**src/rtl/tx_packet_assembler.sv**
```systemverilog
`default_nettype none
// ============================================================================
// Module   : tx_packet_assembler
// Brief    : Builds a header + payload TX packet from strobed byte commands and
//            hands it to the downstream stage with a valid/ready handshake.
//            Optional macro TX_ASM_PAD_CLEAR_EN: header accept zeroes payload.
// Revision : 1.0 - initial release
// ============================================================================
module tx_packet_assembler #(
  parameter  int MAX_BYTES = 16,
  parameter  int ID_W      = 2,
  parameter  int LEN_W     = 4,
  localparam int PKT_W     = 2*ID_W + LEN_W + 8*MAX_BYTES,
  localparam int CNT_W     = $clog2(MAX_BYTES+1)
) (
  input  logic             clk,
  input  logic             rst,
  input  logic             load,
  input  logic [1:0]       mode,
  input  logic [7:0]       data,
  output logic [PKT_W-1:0] tx_packet,
  output logic             tx_valid,
  input  logic             tx_ready,
  output logic             test_mode,
  output logic [1:0]       flag_status,
  output logic [CNT_W-1:0] byte_count,
  output logic             err_flag
);

  localparam logic [1:0] C_MODE_CLEAR = 2'b00;
  localparam logic [1:0] C_MODE_HDR   = 2'b01;
  localparam logic [1:0] C_MODE_DATA  = 2'b10;
  localparam logic [1:0] C_MODE_TEST  = 2'b11;

  typedef enum logic [1:0] {
    S_IDLE = 2'd0,
    S_HDR  = 2'd1,
    S_DONE = 2'd2
  } state_t;

  state_t r_state;
  state_t w_next_state;
  state_t w_eff_state;

  logic             r_load_d;
  logic [ID_W-1:0]  r_dest;
  logic [ID_W-1:0]  r_src;
  logic [LEN_W-1:0] r_len;
  logic [CNT_W-1:0] r_target;
  logic [CNT_W-1:0] r_count;
  logic [7:0]       r_payload [MAX_BYTES];
  logic             r_test_mode;
  logic             r_err;

  logic             w_cmd;
  logic             w_handshake;
  logic             w_clear;
  logic             w_hdr_accept;
  logic             w_data_write;
  logic             w_err_set;
  logic             w_test_load;
  logic [LEN_W-1:0] w_len_raw;
  logic             w_len_over;
  logic [LEN_W-1:0] w_len_clamped;
  logic [CNT_W-1:0] w_target;
  logic [CNT_W-1:0] w_count_inc;
  logic [8*MAX_BYTES-1:0] w_payload;

  assign w_cmd         = load & ~r_load_d;
  assign w_len_raw     = data[7-2*ID_W -: LEN_W];
  assign w_len_over    = {{(32-LEN_W){1'b0}}, w_len_raw} > 32'(MAX_BYTES);
  assign w_len_clamped = w_len_over ? LEN_W'(MAX_BYTES) : w_len_raw;
  assign w_target      = w_len_over ? CNT_W'(MAX_BYTES) : CNT_W'(w_len_raw);
  assign w_count_inc   = r_count + CNT_W'(1);

  always_ff @(posedge clk) begin
    if (rst) begin
      r_state  <= S_IDLE;
      r_load_d <= 1'b0;
    end else begin
      r_state  <= w_next_state;
      r_load_d <= load;
    end
  end

  // A handshake on the same edge as a command completes first, so the
  // command sees IDLE; clear overrides everything.
  always_comb begin
    w_handshake  = (r_state == S_DONE) && tx_ready;
    w_eff_state  = w_handshake ? S_IDLE : r_state;
    w_next_state = w_eff_state;
    w_clear      = 1'b0;
    w_hdr_accept = 1'b0;
    w_data_write = 1'b0;
    w_err_set    = 1'b0;
    w_test_load  = 1'b0;
    if (w_cmd) begin
      case (mode)
        C_MODE_CLEAR: begin
          w_clear      = 1'b1;
          w_next_state = S_IDLE;
        end
        C_MODE_HDR: begin
          if (w_eff_state != S_DONE) begin
            w_hdr_accept = 1'b1;
            w_err_set    = w_len_over;
            w_next_state = (w_target == '0) ? S_DONE : S_HDR;
          end else begin
            w_err_set = 1'b1;
          end
        end
        C_MODE_DATA: begin
          if (w_eff_state == S_HDR) begin
            w_data_write = 1'b1;
            w_next_state = (w_count_inc == r_target) ? S_DONE : S_HDR;
          end else begin
            w_err_set = 1'b1;
          end
        end
        C_MODE_TEST: w_test_load = 1'b1;
        default: ;
      endcase
    end
  end

  always_ff @(posedge clk) begin
    if (rst || w_clear) begin
      r_dest      <= '0;
      r_src       <= '0;
      r_len       <= '0;
      r_target    <= '0;
      r_count     <= '0;
      r_test_mode <= 1'b0;
      r_err       <= 1'b0;
      for (int i = 0; i < MAX_BYTES; i++) r_payload[i] <= 8'h00;
    end else begin
      if (w_handshake) r_count <= '0;
      if (w_hdr_accept) begin
        r_dest   <= data[7 -: ID_W];
        r_src    <= data[7-ID_W -: ID_W];
        r_len    <= w_len_clamped;
        r_target <= w_target;
        r_count  <= '0;
`ifdef TX_ASM_PAD_CLEAR_EN
        for (int i = 0; i < MAX_BYTES; i++) r_payload[i] <= 8'h00;
`endif
      end
      if (w_data_write) begin
        r_count <= w_count_inc;
        for (int i = 0; i < MAX_BYTES; i++) begin
          if (r_count == CNT_W'(i)) r_payload[i] <= data;
        end
      end
      if (w_test_load) r_test_mode <= data[0];
      if (w_err_set)   r_err       <= 1'b1;
    end
  end

  // Byte 0 occupies the most significant payload byte.
  for (genvar g = 0; g < MAX_BYTES; g++) begin : g_pack
    assign w_payload[8*(MAX_BYTES-1-g) +: 8] = r_payload[g];
  end

  assign tx_packet   = {r_dest, r_src, r_len, w_payload};
  assign tx_valid    = (r_state == S_DONE);
  assign flag_status = {r_state != S_IDLE, r_state == S_DONE};
  assign byte_count  = r_count;
  assign test_mode   = r_test_mode;
  assign err_flag    = r_err;

endmodule
`default_nettype wire
```
**config.mk**
```make
export PLATFORM = sky130hd
export DESIGN_NAME = tx_packet_assembler
export DESIGN_NICKNAME = d
export VERILOG_FILES = /design/src/rtl/tx_packet_assembler.sv
export SDC_FILE = /design/constraint.sdc
export NUM_CORES = 1
export LEC_CHECK = 0
export CAP_MARGIN = 10
export CORE_ASPECT_RATIO = 1.1
export CORE_MARGIN = 2
export CORE_UTILIZATION = 43
export DETAILED_ROUTE_END_ITERATION = 12
export PLACE_DENSITY = 0.73
export SLEW_MARGIN = 15
export SYNTH_ARGS = -nofsm -noshare
export SYNTH_HDL_FRONTEND = slang
export SYNTH_SLANG_ARGS = --single-unit
```
**constraint.sdc**
```tcl
create_clock -name clk -period 1.99 [get_ports clk]
set_input_delay 0.199 -clock clk [delete_from_list [all_inputs] [get_ports clk]]
set_output_delay 0.199 -clock clk [all_outputs]
set_load 0.03 [all_outputs]
```
Yosys cells after proc, flatten, opt, wreduce, memory -nomap -nowiden
Memory sizes are Yosys's and may differ from the RTL's.
Index checks and enable logic that the tools add are counted.
{"block": "op_classes", "add_sub_neg": 1, "eq_ne": 22, "n_mux": 106, "bitwise": 18, "reduce_logical": 7}
{"operator": "8-bit 2-to-1 mux", "count": 16}
{"operator": "1-bit 2-to-1 mux", "count": 79}
{"operator": "5-bit by 4-bit == test with 1-bit output (second input constant)", "count": 8}
{"operator": "5-bit by 3-bit == test with 1-bit output (second input constant)", "count": 4}
{"operator": "1-bit OR", "count": 16}
{"operator": "5-bit 2-to-1 mux", "count": 3}
{"operator": "2-bit 2-to-1 mux", "count": 6}
{"operator": "5-bit by 2-bit == test with 1-bit output (second input constant)", "count": 2}
{"operator": "5-bit logical NOT", "count": 2}
{"operator": "2-bit == test (second input constant)", "count": 3}
{"operator": "2-bit one-hot mux with 3 select lines", "count": 1}
{"operator": "5-bit by 1-bit adder with 5-bit output (second input constant)", "count": 1}
{"operator": "5-bit by 1-bit == test with 1-bit output (second input constant)", "count": 1}
{"operator": "5-bit by 4-bit == test with 1-bit output", "count": 1}
{"operator": "2-bit by 1-bit == test with 1-bit output (second input constant)", "count": 2}
{"operator": "3-bit nonzero test", "count": 1}
{"operator": "2-bit logical NOT", "count": 1}
{"operator": "2-bit != test (second input constant)", "count": 1}
{"operator": "1-bit one-hot mux with 2 select lines", "count": 1}
{"operator": "2-bit nonzero test", "count": 1}
{"operator": "1-bit bitwise AND", "count": 1}
{"operator": "1-bit logical AND", "count": 1}
{"operator": "1-bit logical OR", "count": 1}
{"operator": "1-bit inverter", "count": 1}
{"block": "word_totals", "ff_bits": 18, "ram_bits": 128, "input_bits": 14, "output_inout_bits": 146, "elab_cells": 163, "n_memories": 1}
{"name": "r_payload", "words": 16, "width": 8, "rd": 16, "rd_clocked_by_memory_dff": 0, "write_ports": 16, "line": "51", "rtl": "logic [7:0] r_payload [MAX_BYTES];"}

Longest topological paths before layout
Gate-level depths: netlist of run 1.
{"block": "logic_depth", "word_depth": 11, "mapped_depth": 7, "ltp_nobuf": 6}

Worst setup path after synthesis of run 1
OpenSTA, ideal clock, no wires.
{"block": "synth_path", "path_kind": "reg-to-reg", "from": "register r_state[1]", "to": "memory r_payload[13][0] (netlist: r_payload[1][40]) (enable)", "arrival_time_ps": 1722, "required_ps": 1606, "setup_slack_ps": -116, "path_stages_with_launch": 7, "period_less_slack_ps": 2106, "path_cell_list": "dfxtp_1 > clkbuf_1 > nand3b_4 > nor3_4 > buf_4 > nand2_1 > o21ai_0"}
{"element": "from (decl)", "line": "41", "rtl": "state_t r_state;"}
{"element": "from (signal assigned)", "line": "81", "rtl": "r_state <= w_next_state;"}
{"element": "to (decl)", "line": "51"}

Worst setup path in the final report of run 1
{"block": "layout_path", "from": "register r_state[1]", "to": "output port flag_status[1]"}
{"block": "layout_between", "elab_chain_cells": 1}
{"element": "2-bit nonzero test", "line": "166", "rtl": "assign flag_status = {r_state != S_IDLE, r_state == S_DONE};"}
{"element": "to (decl)", "line": "25", "rtl": "output logic [1:0] flag_status,"}
No other way between the ends.

==> results.py, run 1 <==
metrics = {
    "sta": {
        "fin_skew_ns": 0.00726,
        "remaining_max_slew_budget_at_the_tightest_pin_pct": 66.4,
        "finalSetupTns_ns": 0,
        "setup_viol_count_final": 0,
        "fin_hold_ws_ns": 0.439,
        "max_clock_freq_mhz": 519,
        "period_minus_slack_ns": 1.93,
        "period_share_pct": 96.9,
        "max_slew.worst_pin.slew_ns": 0.501,
        "final-hold-violation-count": 0,
        "maxSlewViolCount": 0,
        "layout_setup_ws_ns": 0.0618,
        "rsz0062_at_grt": "no",
    },
    "detailed_routing": {
        "routed_wire_length_per_instance_um": 18.0,
        "drc": 0,
        "post_detailed_routing_wire_length_um": 14000,
        "detailroute.via_count": 3890,
        "drt_pre_antenna_iters": 5,
        "ant_nets": 0,
        "dr.first_iter.drc_count": 313,
        "detail_route.vias_per_cell": 4.99,
    },
    "worst_setup_path": {
        "reg2reg_from": "r_load_d$_SDFF_PP0_",
        "endpoint": "flag_status[1]",
        "worstSetupPathType": "reg -> out",
        "worstSetupStartpoint": "r_state[1]$_SDFF_PP0_",
        "arrival_ns": 1.73,
        "critical_path.max_fanout": 10,
        "regToRegEndpoint": "r_payload[0][57]$_SDFFCE_PN0P_",
        "setup_slack_of_the_worst_register_to_register_path_ns": 0.25,
        "start_kind": "flip-flop",
        "crit_required_ns": 1.79,
        "setup.worst_path.end_class": "primary output",
        "worst_r2r_path_depth": 5,
    },
    "synthesis": {
        "ys_seq_area_share_pct": 75.9,
        "synth_nets": 423,
        "yosys_reg_bits": 146,
        "yosysTopAreaCellShare_pct": 69.4,
        "post-synth-top-area-cell": "sky130_fd_sc_hd__edfxtp_1",
        "yosysWarningCount": 0,
        "post_synth_inst_count": 399,
        "leading_post_synthesis_cells_by_cell_area": "sky130_fd_sc_hd__edfxtp_1 (69%), sky130_fd_sc_hd__dfxtp_1 (6.5%), sky130_fd_sc_hd__nor2_1 (6.4%)",
        "synth_area_um2": 5540,
        "post_syn_area_per_cell_um2": 13.9,
        "post_synth_num_cell_types": 38,
    },
    "floorplanning": {
        "floorplan.core_area_um2": 12600,
        "dieWidth_um": 112,
        "dieHeight_um": 123,
        "floorplan.initialDensity_pct": 44.0,
        "io-pin-count": 160,
        "design.die.area_um2": 13800,
        "row_count": 43,
    },
    "final_layout": {
        "seq_area_um2": 4210,
        "number_of_nets_at_the_end_of_the_flow": 633,
        "post_route_cells_drive_above_1_share_pct": 15.0,
        "fillCellCount": 918,
        "multiInputGateArea_um2": 1200,
        "insertedDiodeCount": 0,
        "layout.cells.non_filler": 779,
        "area_growth_syn_to_layout_pct": 51.7,
    },
    "global_routing": {
        "grt_remaining_overflow": 0,
        "grt_max_degree": 17,
        "vias_in_the_first_global_route": 3887,
        "grt_util_overall_pct": 20.6,
        "number_of_antenna_violations_at_the_first_check_in_global_routing": 0,
        "grt_first_pass_wirelength_um": 21300,
    },
    "placement": {
        "detailedPlacementHpwl_um": 10000,
        "dpl_worst_slack_ns": -0.292,
        "io_buffers": 159,
        "dpl_cells": 747,
        "finalWeightedCongestion": 0.869,
    },
    "clocking": {
        "tritoncts_num_sinks": 146,
        "cts_htree_levels": 4,
        "root_buffer": "sky130_fd_sc_hd__clkbuf_16",
        "insertion_delay_ns": 0.42,
        "cts_buffers": 17,
        "clk_pin_slew_worst_setup_hold_paths_ns": 0.06,
        "cts_tree": "done",
        "max-clock-path-buffers": 2,
        "cts.repair_timing.setup_buffer_count": 0,
    },
    "power_and_ir_drop": {
        "ir_drop_mv": 0.799,
        "leakage_power_of_the_design_nw": 3.21,
        "power_mw": 7.74,
        "p_per_area_nw_per_um2": 922,
    },
    "hold_path": {
        "source_of_the_worst_hold_timing_path": "data[6]",
        "worst_hold_path_type": "in -> reg",
    },
    "outcome": {
        "outcome": "finished clean",
    },
    "job": {
        "timing.max_cap.violations": 0,
    },
}
cell families (layout without fill, tap and decap cells):
logic type | after synthesis | after routing | share of synthesized area (%)
XOR/XNOR | 6 | 6 | 0.949
flip-flops | 146 | 146 | 75.9
multiplexers | 9 | 9 | 1.63
buffers and inverters | 34 | 257 | 2.51
adder cells (fa/ha/maj) | 10 | 10 | 2.26
AND/OR/NAND/NOR | 171 | 171 | 14.1
AO/OA/AOI/OAI | 23 | 23 | 2.64
layout by cell type, fill, tap and decap left out, types with 4 or more instances in the layout:
cell / netlist / final
sky130_fd_sc_hd__clkdlybuf4s50_1: 0 / 157
sky130_fd_sc_hd__mux2i_1: 9 / 9
sky130_fd_sc_hd__nor2_1: 94 / 94
sky130_fd_sc_hd__ha_1: 10 / 10
sky130_fd_sc_hd__buf_4: 2 / 38
sky130_fd_sc_hd__a21oi_1: 6 / 6
sky130_fd_sc_hd__nand3_2: 5 / 5
sky130_fd_sc_hd__clkbuf_16: 0 / 17
sky130_fd_sc_hd__nand3_1: 12 / 12
sky130_fd_sc_hd__dfxtp_1: 18 / 17
sky130_fd_sc_hd__buf_12: 0 / 14
sky130_fd_sc_hd__nand2b_1: 4 / 4
sky130_fd_sc_hd__nor2b_1: 6 / 5
sky130_fd_sc_hd__edfxtp_1: 128 / 128
sky130_fd_sc_hd__xnor2_1: 4 / 4
sky130_fd_sc_hd__nand2_1: 35 / 35
sky130_fd_sc_hd__inv_1: 14 / 14
stage by stage:
stage               instance area (um^2)  utilization (%)
floorplan                           5540                -
global placement                    7800             62.0
detailed placement                  7800             62.0
CTS                                 8400             66.7
global route                        8400             66.7
finish                              8400             66.7
power by group:
group          internal [mW]  leakage, nW  switching [mW]  total (mW)
registers               3.49         1.49          0.0585        3.55
clock network           1.98        0.281            1.24        3.22
logic                  0.395         1.44           0.580       0.975
total                   5.86         3.21            1.88        7.74
synthesized netlist by cell type:
master and instances:
sky130_fd_sc_hd__mux2i_1 9, sky130_fd_sc_hd__or2_2 2, sky130_fd_sc_hd__a31oi_1 2, sky130_fd_sc_hd__nor2_1 94, sky130_fd_sc_hd__a22o_1 1, sky130_fd_sc_hd__nand2b_1 4
sky130_fd_sc_hd__nand2_1 35, sky130_fd_sc_hd__buf_1 1, sky130_fd_sc_hd__a21o_1 2, sky130_fd_sc_hd__nor2b_1 6, sky130_fd_sc_hd__nor4_1 2, sky130_fd_sc_hd__clkbuf_1 14
sky130_fd_sc_hd__a21oi_2 1, sky130_fd_sc_hd__nand4b_1 1, sky130_fd_sc_hd__xor2_1 2, sky130_fd_sc_hd__nand3b_4 1, sky130_fd_sc_hd__a21oi_1 6, sky130_fd_sc_hd__buf_2 3
sky130_fd_sc_hd__and3_1 2, sky130_fd_sc_hd__nand3_2 5, sky130_fd_sc_hd__nand3_1 12, sky130_fd_sc_hd__inv_1 14, sky130_fd_sc_hd__xnor2_1 4, sky130_fd_sc_hd__dfxtp_1 18
sky130_fd_sc_hd__a211o_1 1, sky130_fd_sc_hd__nor3_1 1, sky130_fd_sc_hd__ha_1 10, sky130_fd_sc_hd__o21ai_0 6, sky130_fd_sc_hd__o22ai_1 1, sky130_fd_sc_hd__and2_1 1
sky130_fd_sc_hd__nor3_4 1, sky130_fd_sc_hd__or3_1 1, sky130_fd_sc_hd__edfxtp_1 128, sky130_fd_sc_hd__and3b_1 1, sky130_fd_sc_hd__a311oi_1 2, sky130_fd_sc_hd__o311ai_0 1
sky130_fd_sc_hd__nor3b_1 2, sky130_fd_sc_hd__buf_4 2
sequential cells by signal (all words and copies together) (netlist names):
signal / flops
r_payload: 128
byte_count: 5
r_len: 4
r_dest: 2
r_src: 2
r_state: 2
err_flag: 1
r_load_d: 1
test_mode: 1
worst min-delay path by stage:
stage / endpoint / slack (ns) / depth (start not counted)
finish: r_dest[0]$_SDFFE_PP0P_ / 0.44 / 3
global route: test_mode$_SDFFE_PP0P_ / 0.47 / 3
CTS: r_dest[0]$_SDFFE_PP0P_ / 0.43 / 3
detailed placement: err_flag$_SDFFE_PP0P_ / 0.47 / 1
global placement: test_mode$_SDFFE_PP0P_ / 0.45 / 2
floorplan: r_load_d$_SDFF_PP0_ / 0.33 / 1
routing by layer:
layer	up-vias	part of all wire (%)	GRT usage, %
li1	1815	-	-
met1	1868	41	25.2
met2	183	50	34.9
met3	24	7.3	6.37
met4	0	2.4	7.55
met5	-	0	0
final cells by class:
class	instances	area share [%]
timing repair buffer	211	25.6
clock inverter	12	1.88
clock buffer	20	5.20
multi-input combinational	219	14.3
tap	157	2.34
sequential	146	50.1
inverter	14	0.626
worst max-delay path, stage by stage (launching register included):
cell and delay (ns):
sky130_fd_sc_hd__dfxtp_1 0.49, sky130_fd_sc_hd__or2_2 0.17, sky130_fd_sc_hd__clkdlybuf4s50_1 0.65
what timing repair did:
item	CTS	global route
hold buffers	0	0
resized for setup	2	2
endpoints found under the setup margin	2	4
No activity file was read; power rests on OpenSTA's default activity.
==> run 2, diff against run 1 <==
--- a/config.mk
+++ b/config.mk
@@ -11,7 +11,6 @@
 export CORE_UTILIZATION = 43
 export DETAILED_ROUTE_END_ITERATION = 12
 export PLACE_DENSITY = 0.73
-export SLEW_MARGIN = 15
 export SYNTH_ARGS = -nofsm -noshare
 export SYNTH_HDL_FRONTEND = slang
 export SYNTH_SLANG_ARGS = --single-unit
==> results of run 2 <==
Same layout as run 1: the final DEF is identical, and so are final timing and power.
